`config.mk`:
```
export PLATFORM = sky130hd
export DESIGN_NAME = wb_master_port_ctrl_flat
export DESIGN_NICKNAME = d
export VERILOG_FILES = /design/src/rtl/wb_master_port_ctrl_if.sv /design/src/rtl/wb_master_port_ctrl.sv /design/src/flat_wrapper.sv
export SDC_FILE = /design/constraint.sdc
export NUM_CORES = 1
export LEC_CHECK = 0
export CAP_MARGIN = 10
export CELL_PAD_IN_SITES_DETAIL_PLACEMENT = 0
export CELL_PAD_IN_SITES_GLOBAL_PLACEMENT = 1
export CORE_MARGIN = 4
export CORE_UTILIZATION = 26
export CTS_CLUSTER_DIAMETER = 150
export DETAILED_ROUTE_END_ITERATION = 12
export GPL_TIMING_DRIVEN = 0
export PLACE_DENSITY = 0.73
export SKIP_LAST_GASP = 1
export SLEW_MARGIN = 20
export SYNTH_ARGS = -nofsm -noshare
export SYNTH_HDL_FRONTEND = slang
export SYNTH_SLANG_ARGS = --single-unit
```
`constraint.sdc`:
```
create_clock -name clk_i -period 1.7 [get_ports clk_i]
set_input_delay 0.34 -clock clk_i [delete_from_list [all_inputs] [get_ports clk_i]]
set_output_delay 0.34 -clock clk_i [all_outputs]
set_load 0.05 [all_outputs]
```
`src/rtl/wb_master_port_ctrl_if.sv`:
```
// wb_bus_t: classic Wishbone bus toward one crossbar slave port, with crossbar grant
// master modport: drives cyc/stb/we/adr/sel/dat_ms/lock and tags, samples gnt/ack/err/rty/dat_sm
// slave modport: the mirror image, used by the crossbar side
interface wb_bus_t #(
  parameter int TAGSIZE = 2,
  parameter int WB_ADDR_W = 32
);
  logic                 wb_cyc;
  logic                 wb_stb;
  logic                 wb_we;
  logic                 wb_lock;
  logic [WB_ADDR_W-1:0] wb_adr;
  logic [3:0]           wb_sel;
  logic [31:0]          wb_dat_ms;
  logic [TAGSIZE-1:0]   wb_tga;
  logic [TAGSIZE-1:0]   wb_tgc;
  logic [TAGSIZE-1:0]   wb_tgd_ms;
  logic                 wb_gnt;
  logic                 wb_ack;
  logic                 wb_err;
  logic                 wb_rty;
  logic [31:0]          wb_dat_sm;
  modport master (
    output wb_cyc, wb_stb, wb_we, wb_lock, wb_adr, wb_sel, wb_dat_ms, wb_tga, wb_tgc, wb_tgd_ms,
    input  wb_gnt, wb_ack, wb_err, wb_rty, wb_dat_sm
  );
  modport slave (
    input  wb_cyc, wb_stb, wb_we, wb_lock, wb_adr, wb_sel, wb_dat_ms, wb_tga, wb_tgc, wb_tgd_ms,
    output wb_gnt, wb_ack, wb_err, wb_rty, wb_dat_sm
  );
endinterface

```
`src/rtl/wb_master_port_ctrl.sv`:
```
// wb_master_port_ctrl: core req/resp handshake to classic Wishbone initiator with grant, retry, timeout and lock
// clk_i/rst_i: clock and synchronous active-high reset
// req_i/ready_o + we_i/addr_i/wdata_i/be_i/lock_i: request side; unlock_i releases a held bus
// resp_valid_o/rdata_o/resp_status_o: one-cycle response (00 ok, 01 err, 10 retries exhausted, 11 timeout)
// wb_master_port: Wishbone master toward the crossbar
module wb_master_port_ctrl #(
  parameter int TAGSIZE = 2,
  parameter int WB_ADDR_W = 32,
  parameter int MAX_RETRY = 3,
  parameter int TIMEOUT = 64
) (
  input  logic                 clk_i,
  input  logic                 rst_i,
  input  logic                 req_i,
  output logic                 ready_o,
  input  logic                 we_i,
  input  logic [WB_ADDR_W-1:0] addr_i,
  input  logic [31:0]          wdata_i,
  input  logic [3:0]           be_i,
  input  logic                 lock_i,
  input  logic                 unlock_i,
  output logic                 resp_valid_o,
  output logic [31:0]          rdata_o,
  output logic [1:0]           resp_status_o,
  wb_bus_t.master              wb_master_port
);
  typedef enum logic [2:0] {IDLE, ARB, XFER, BACKOFF, HOLD} state_t;
  state_t               state_q, state_d;
  logic [3:0]           rty_q, rty_d;
  logic [7:0]           tmo_q, tmo_d;
  logic [4:0]           rty_inc;
  logic                 we_q, lock_q, lock_n, cap, term, rd_load, tmo_hit, gnt;
  logic [WB_ADDR_W-1:0] adr_q;
  logic [31:0]          dat_q;
  logic [3:0]           sel_q;
  logic [1:0]           status_d;
  assign gnt = wb_master_port.wb_gnt;
  assign tmo_hit = tmo_q == 8'(TIMEOUT - 1);
  assign rty_inc = {1'b0, rty_q} + 5'd1;
  // the response cycle already sits in IDLE, so acceptance waits one cycle unless the bus is held
  assign ready_o = (state_q == IDLE && !resp_valid_o) || state_q == HOLD;
  assign lock_n = cap ? lock_i : lock_q;
  assign wb_master_port.wb_we = we_q;
  assign wb_master_port.wb_adr = adr_q;
  assign wb_master_port.wb_sel = sel_q;
  assign wb_master_port.wb_dat_ms = dat_q;
  assign wb_master_port.wb_tga = {TAGSIZE{1'b0}};
  assign wb_master_port.wb_tgc = {TAGSIZE{1'b0}};
  assign wb_master_port.wb_tgd_ms = {TAGSIZE{1'b0}};
  always_comb begin
    state_d = state_q;
    cap = 1'b0;
    term = 1'b0;
    rd_load = 1'b0;
    status_d = 2'b00;
    rty_d = rty_q;
    tmo_d = tmo_q;
    case (state_q)
      IDLE: begin
        cap = req_i && ready_o;
        state_d = cap ? ARB : IDLE;
      end
      ARB: begin
        tmo_d = tmo_q + 8'd1;
        if (tmo_hit) begin
          term = 1'b1;
          status_d = 2'b11;
          state_d = IDLE;
        end else if (gnt) state_d = XFER;
      end
      XFER: begin
        tmo_d = tmo_q + 8'd1;
        // ack is broadcast by the crossbar, so only a granted termination belongs to us
        if (gnt && wb_master_port.wb_err) begin
          term = 1'b1;
          status_d = 2'b01;
          state_d = IDLE;
        end else if (gnt && wb_master_port.wb_rty) begin
          rty_d = rty_inc[3:0];
          term = rty_inc > 5'(MAX_RETRY);
          status_d = 2'b10;
          state_d = term ? IDLE : BACKOFF;
        end else if (gnt && wb_master_port.wb_ack) begin
          term = 1'b1;
          rd_load = !we_q;
          state_d = lock_q ? HOLD : IDLE;
        end else if (tmo_hit) begin
          term = 1'b1;
          status_d = 2'b11;
          state_d = IDLE;
        end
      end
      BACKOFF: begin
        tmo_d = '0;
        state_d = ARB;
      end
      HOLD: begin
        cap = gnt && req_i;
        state_d = !gnt ? IDLE : req_i ? XFER : unlock_i ? IDLE : HOLD;
      end
      default: state_d = IDLE;
    endcase
    if (cap) begin
      rty_d = '0;
      tmo_d = '0;
    end
  end
  always_ff @(posedge clk_i) begin
    if (rst_i) begin
      state_q <= IDLE;
      rty_q <= '0;
      tmo_q <= '0;
      we_q <= 1'b0;
      lock_q <= 1'b0;
      adr_q <= '0;
      dat_q <= '0;
      sel_q <= '0;
      wb_master_port.wb_cyc <= 1'b0;
      wb_master_port.wb_stb <= 1'b0;
      wb_master_port.wb_lock <= 1'b0;
      resp_valid_o <= 1'b0;
      rdata_o <= '0;
      resp_status_o <= '0;
    end else begin
      state_q <= state_d;
      rty_q <= rty_d;
      tmo_q <= tmo_d;
      if (cap) begin
        we_q <= we_i;
        lock_q <= lock_i;
        adr_q <= addr_i;
        dat_q <= wdata_i;
        sel_q <= be_i;
      end
      wb_master_port.wb_cyc <= state_d inside {ARB, XFER, HOLD};
      wb_master_port.wb_stb <= state_d == XFER;
      wb_master_port.wb_lock <= state_d == HOLD || (state_d inside {ARB, XFER} && lock_n);
      resp_valid_o <= term;
      if (term) resp_status_o <= status_d;
      if (rd_load) rdata_o <= wb_master_port.wb_dat_sm;
    end
  end
endmodule
```
`src/flat_wrapper.sv`:
```
// flat-port wrapper written by rule: the top's interface ports become plain ports
module wb_master_port_ctrl_flat 
#(
  parameter int TAGSIZE = 2,
  parameter int WB_ADDR_W = 32,
  parameter int MAX_RETRY = 3,
  parameter int TIMEOUT = 64
)
  (clk_i, rst_i, req_i, ready_o, we_i, addr_i, wdata_i, be_i, lock_i, unlock_i, resp_valid_o, rdata_o, resp_status_o, wb_master_port_wb_cyc, wb_master_port_wb_stb, wb_master_port_wb_we, wb_master_port_wb_lock, wb_master_port_wb_adr, wb_master_port_wb_sel, wb_master_port_wb_dat_ms, wb_master_port_wb_tga, wb_master_port_wb_tgc, wb_master_port_wb_tgd_ms, wb_master_port_wb_gnt, wb_master_port_wb_ack, wb_master_port_wb_err, wb_master_port_wb_rty, wb_master_port_wb_dat_sm);
  wb_bus_t #(.TAGSIZE(TAGSIZE), .WB_ADDR_W(WB_ADDR_W)) wb_master_port_i ();
  input  logic clk_i;
  input  logic rst_i;
  input  logic req_i;
  output logic ready_o;
  input  logic we_i;
  input  logic [WB_ADDR_W-1:0] addr_i;
  input  logic [31:0] wdata_i;
  input  logic [3:0] be_i;
  input  logic lock_i;
  input  logic unlock_i;
  output logic resp_valid_o;
  output logic [31:0] rdata_o;
  output logic [1:0] resp_status_o;
  output wire logic [$bits(wb_master_port_i.wb_cyc)-1:0] wb_master_port_wb_cyc;
  output wire logic [$bits(wb_master_port_i.wb_stb)-1:0] wb_master_port_wb_stb;
  output wire logic [$bits(wb_master_port_i.wb_we)-1:0] wb_master_port_wb_we;
  output wire logic [$bits(wb_master_port_i.wb_lock)-1:0] wb_master_port_wb_lock;
  output wire logic [$bits(wb_master_port_i.wb_adr)-1:0] wb_master_port_wb_adr;
  output wire logic [$bits(wb_master_port_i.wb_sel)-1:0] wb_master_port_wb_sel;
  output wire logic [$bits(wb_master_port_i.wb_dat_ms)-1:0] wb_master_port_wb_dat_ms;
  output wire logic [$bits(wb_master_port_i.wb_tga)-1:0] wb_master_port_wb_tga;
  output wire logic [$bits(wb_master_port_i.wb_tgc)-1:0] wb_master_port_wb_tgc;
  output wire logic [$bits(wb_master_port_i.wb_tgd_ms)-1:0] wb_master_port_wb_tgd_ms;
  input wire logic [$bits(wb_master_port_i.wb_gnt)-1:0] wb_master_port_wb_gnt;
  input wire logic [$bits(wb_master_port_i.wb_ack)-1:0] wb_master_port_wb_ack;
  input wire logic [$bits(wb_master_port_i.wb_err)-1:0] wb_master_port_wb_err;
  input wire logic [$bits(wb_master_port_i.wb_rty)-1:0] wb_master_port_wb_rty;
  input wire logic [$bits(wb_master_port_i.wb_dat_sm)-1:0] wb_master_port_wb_dat_sm;
  assign wb_master_port_wb_cyc = wb_master_port_i.wb_cyc;
  assign wb_master_port_wb_stb = wb_master_port_i.wb_stb;
  assign wb_master_port_wb_we = wb_master_port_i.wb_we;
  assign wb_master_port_wb_lock = wb_master_port_i.wb_lock;
  assign wb_master_port_wb_adr = wb_master_port_i.wb_adr;
  assign wb_master_port_wb_sel = wb_master_port_i.wb_sel;
  assign wb_master_port_wb_dat_ms = wb_master_port_i.wb_dat_ms;
  assign wb_master_port_wb_tga = wb_master_port_i.wb_tga;
  assign wb_master_port_wb_tgc = wb_master_port_i.wb_tgc;
  assign wb_master_port_wb_tgd_ms = wb_master_port_i.wb_tgd_ms;
  assign wb_master_port_i.wb_gnt = wb_master_port_wb_gnt;
  assign wb_master_port_i.wb_ack = wb_master_port_wb_ack;
  assign wb_master_port_i.wb_err = wb_master_port_wb_err;
  assign wb_master_port_i.wb_rty = wb_master_port_wb_rty;
  assign wb_master_port_i.wb_dat_sm = wb_master_port_wb_dat_sm;
  wb_master_port_ctrl #(.TAGSIZE(TAGSIZE), .WB_ADDR_W(WB_ADDR_W), .MAX_RETRY(MAX_RETRY), .TIMEOUT(TIMEOUT)) u_core (.clk_i(clk_i), .rst_i(rst_i), .req_i(req_i), .ready_o(ready_o), .we_i(we_i), .addr_i(addr_i), .wdata_i(wdata_i), .be_i(be_i), .lock_i(lock_i), .unlock_i(unlock_i), .resp_valid_o(resp_valid_o), .rdata_o(rdata_o), .resp_status_o(resp_status_o), .wb_master_port(wb_master_port_i));
endmodule
```
==> qor.yml <==
drt:
  wire_per_inst_um: 15.17
  detail_route.first_pass.iterations: 5
  vias_per_cell: 4.470
  num_vias: 4939
  postRouteWirelength_mm: 16.76
  route.antenna.remaining_nets: 0
  dr.first_iter.drc_count: 157
  drcViolationCount: 0
power_and_ir_drop:
  power_per_unit_of_standard_cell_area_nw_per_um2: 946.8
  power.static_leakage_nw: 3.594
  irDropWorstVdd_uv: 658.9
synth:
  number_of_storage_elements_in_the_synthesis_netlist: 123
  synth_async_sr_flop_share_pct: 0
  postSynthCellCount: 597
  synth.top_cells.by_area: "sky130_fd_sc_hd__dfxtp_1 52%, sky130_fd_sc_hd__nand2_1 17%, sky130_fd_sc_hd__a21oi_1 12%"
  yosysWarningCount: 0
  syn-cell-area_um2: 4730
  synth_edf_count: 0
  seq_area_frac_synth_pct: 52.06
  synthesis.area_per_instance_um2: 7.922
  synthFlopType: "sky130_fd_sc_hd__dfxtp_1"
  synth_cell_types: 48
  synth_top_cell_by_area: "sky130_fd_sc_hd__dfxtp_1"
  synthDominantCellAreaShare_pct: 52.06
timing:
  layout_setup_ws_ns: -0.1704
  hold_violation_count_in_the_final_report: 0
  drv_slew: 0
  timing_worst_slew_pin_value_ns: 0.7666
  clock.fmax_ghz: 0.5346
  maxSlewHeadroom_pct: 48.89
  fin_skew_ns: 0.009995
  endpoints_failing_setup: 41
  post-route-min-period_ns: 1.870
  rsz0062_at_grt: "true"
  min_period_over_period_pct: 110.0
floorplan:
  design.die.area_um2: 20410
  start_util_pct: 26.42
  io_pins: 224
  die_y_um: 142.9
  core_area_um2: 17900
  die_w_um: 142.9
  rows: 49
critical_path:
  start_kind: "flip-flop"
  critical_path.max_stage_delay_ns: 0.43
  worst-endpoint-required_ns: 2.04
  timing.critical_path.cells: "or3b_4, nor4_4, nor2b_2, buf_6, buf_8, nand2_4, a21oi_2"
  cp-end-kind: "flip-flop"
  worst-setup-path-type: "flip-flop to flip-flop"
  critical_path.slowest_cell: "sky130_fd_sc_hd__or3b_4"
  worst_path_buf_inv: 2
  worst_ep_arrival_time_ns: 2.21
  path_delay_family: "simple AND/OR/NAND/NOR gates"
  critical_path.max_fanout: 8
cells_and_area:
  design_area_um2: 8549
  synthToLayoutAreaGrowth_pct: 80.77
  final-seq-area_um2: 2484
  finalCoreUtilization_pct: 47.76
  multi_input_area_um2: 2460
  nets_finish: 977
  number_of_filler_cells_placed_in_the_layout: 1802
  final_cell_count_no_fill: 1105
  layout-drive-gt1-share_pct: 23.86
  antennaDiodeCount: 0
global_routing:
  grt_use_met1_pct: 18.39
  first_global_vias: 4714
  gr-usage-all-layers_pct: 15.70
  antenna_found_initial: 0
  global_route.overflow_total: 0
  grt_max_degree: 17
  global_route_wire_length_before_repair_mm: 24.98
  global_route.peak_usage_layer: "met2"
  met2_track_demand_over_resource_in_global_routing_pct: 26.34
  gr-usage-met3_pct: 5.760
place:
  dpl.cell_count: 1046
  post-dp-hpwl_mm: 11.63
  placed_instance_area_um2: 7286
  place.port_buffers: 215
  place_congestion: 0.7676
clocking:
  clk-insertion-delay-late_ns: 0.41
  cts.htree.levels: 4
  cts_sinks: 123
  clk_pin_slew_ns: 0.06
  tritoncts_clock_tree: "done"
  cts_max_path_buffers: 2
  cts_root_buf: "sky130_fd_sc_hd__clkbuf_16"
  cts_inserted_buffers: 17
run_status:
  result_of_the_run: "finished with violations"
  violations_in_the_final_reports: "setup timing"
hold_path:
  min-delay-path-class: "input port to flip-flop"
job:
  max_cap_violations: 0
[registers in the layout, summed over array words and instances (netlist names), 2 cells and up]
name and cells:
u_core.state_q 3, u_core.rty_q 4, u_core.wb_master_port.wb_sel 4, u_core.tmo_q 8, u_core.wb_master_port.wb_dat_ms 32, u_core.resp_status_o 2
u_core.wb_master_port.wb_adr 32, u_core.rdata_o 32
[layout by cell type (no fill, tap or decap), drive strengths merged, types with 7 or more instances in the layout]
cell type      netlist  final
clkdlybuf4s50        0    106
nor2                19     19
nor3                 7      7
clkbuf              31     47
dlygate4sd2          0     96
inv                  6      7
dfxtp              123    123
a21oi              112    112
nand2              214    214
buf                 15     48
clkdlybuf4s15        0     11
[cells in the mapped netlist, drive strengths merged (2+ instances only)]
master,number
a211oi,3
a21boi,2
a21o,2
a21oi,112
a311oi,2
a41oi,2
and2,4
and3,3
buf,15
clkbuf,31
dfxtp,123
ha,3
inv,6
nand2,214
nand2b,4
nand3,6
nand4,2
nor2,19
nor2b,4
nor3,7
nor4,2
o21ai,2
o21bai,2
or2,3
or3b,2
or4b,2
xnor2,2
xor2,5
[per-layer routing]
metal  part of all wire, %  vias up
li1                      -     2499
met4                   1.5        0
met2                    48      159
met1                    43     2263
met3                   7.8       18
met5                     0        -
[what timing repair did]
action                                  in CTS  in global routing
resized for setup                          207                 89
cloned                                       4                  4
endpoints found under the setup margin     230                102
hold endpoints to repair                     0                  0
setup buffers                                9                 17
pin swaps                                   69                 12
hold buffers                                 0                  0
[through the flow]
stage                     setup WS (ns)  setup TNS [ns]  hold slack [ns]  total power (W)
after global routing            -0.2361          -9.049           0.4381         0.008482
after floorplan                 -0.1743          -5.825           0.4722         0.004033
after global placement          -0.8039          -73.35           0.4370         0.004679
final                           -0.1704          -5.345           0.4109         0.008094
after CTS                       -0.1887          -5.004           0.3775         0.008087
after detailed placement        -0.8103          -73.10           0.4438         0.004680
[tightest hold or removal path: stages]
cell                       delay [ns]
sky130_fd_sc_hd__clkbuf_1        0.19
sky130_fd_sc_hd__nand3_1         0.18
sky130_fd_sc_hd__a21oi_1         0.07
[report_power, final]
part | switching [W] | total (W) | internal (W)
clock | 0.00132 | 0.00339 | 0.00207
combinational | 0.000968 | 0.00163 | 0.000657
sequential | 0.0000648 | 0.00308 | 0.00301
total | 0.00235 | 0.00809 | 0.00574
[area by class of cell]
type	count	area share (%)
clock inverter	11	1.127
timing repair buffer	248	28.26
inverter	6	0.2634
clock buffer	20	5.342
multi-input combinational	427	28.77
tap	229	3.351
buffer	41	3.834
sequential	123	29.05
[final timing paths]
check,to,depth (start not counted),start,slack (ns)
worst max register to register,u_core.rdata_o[12],7,u_core.state_q[2],-0.17
worst max-delay path,u_core.rdata_o[12],7,u_core.state_q[2],-0.17
worst min-delay path,u_core.state_q[1],3,wb_master_port_wb_gnt,0.41
worst min register to register,u_core.wb_master_port.wb_dat_ms[29],2,u_core.wb_master_port.wb_dat_ms[29],0.45
[cells by family after synthesis]
logic type      after synthesis  synth area share (%)
mux                           1                0.2116
fa+ha+maj                     3                0.7937
other cells                   1               0.07929
xor+xnor                      7                 1.296
buf+inv                      52                 5.317
compound gates              134                 15.74
flops                       123                 52.06
simple gates                276                 24.50
(Power assumes the default switching activity.)
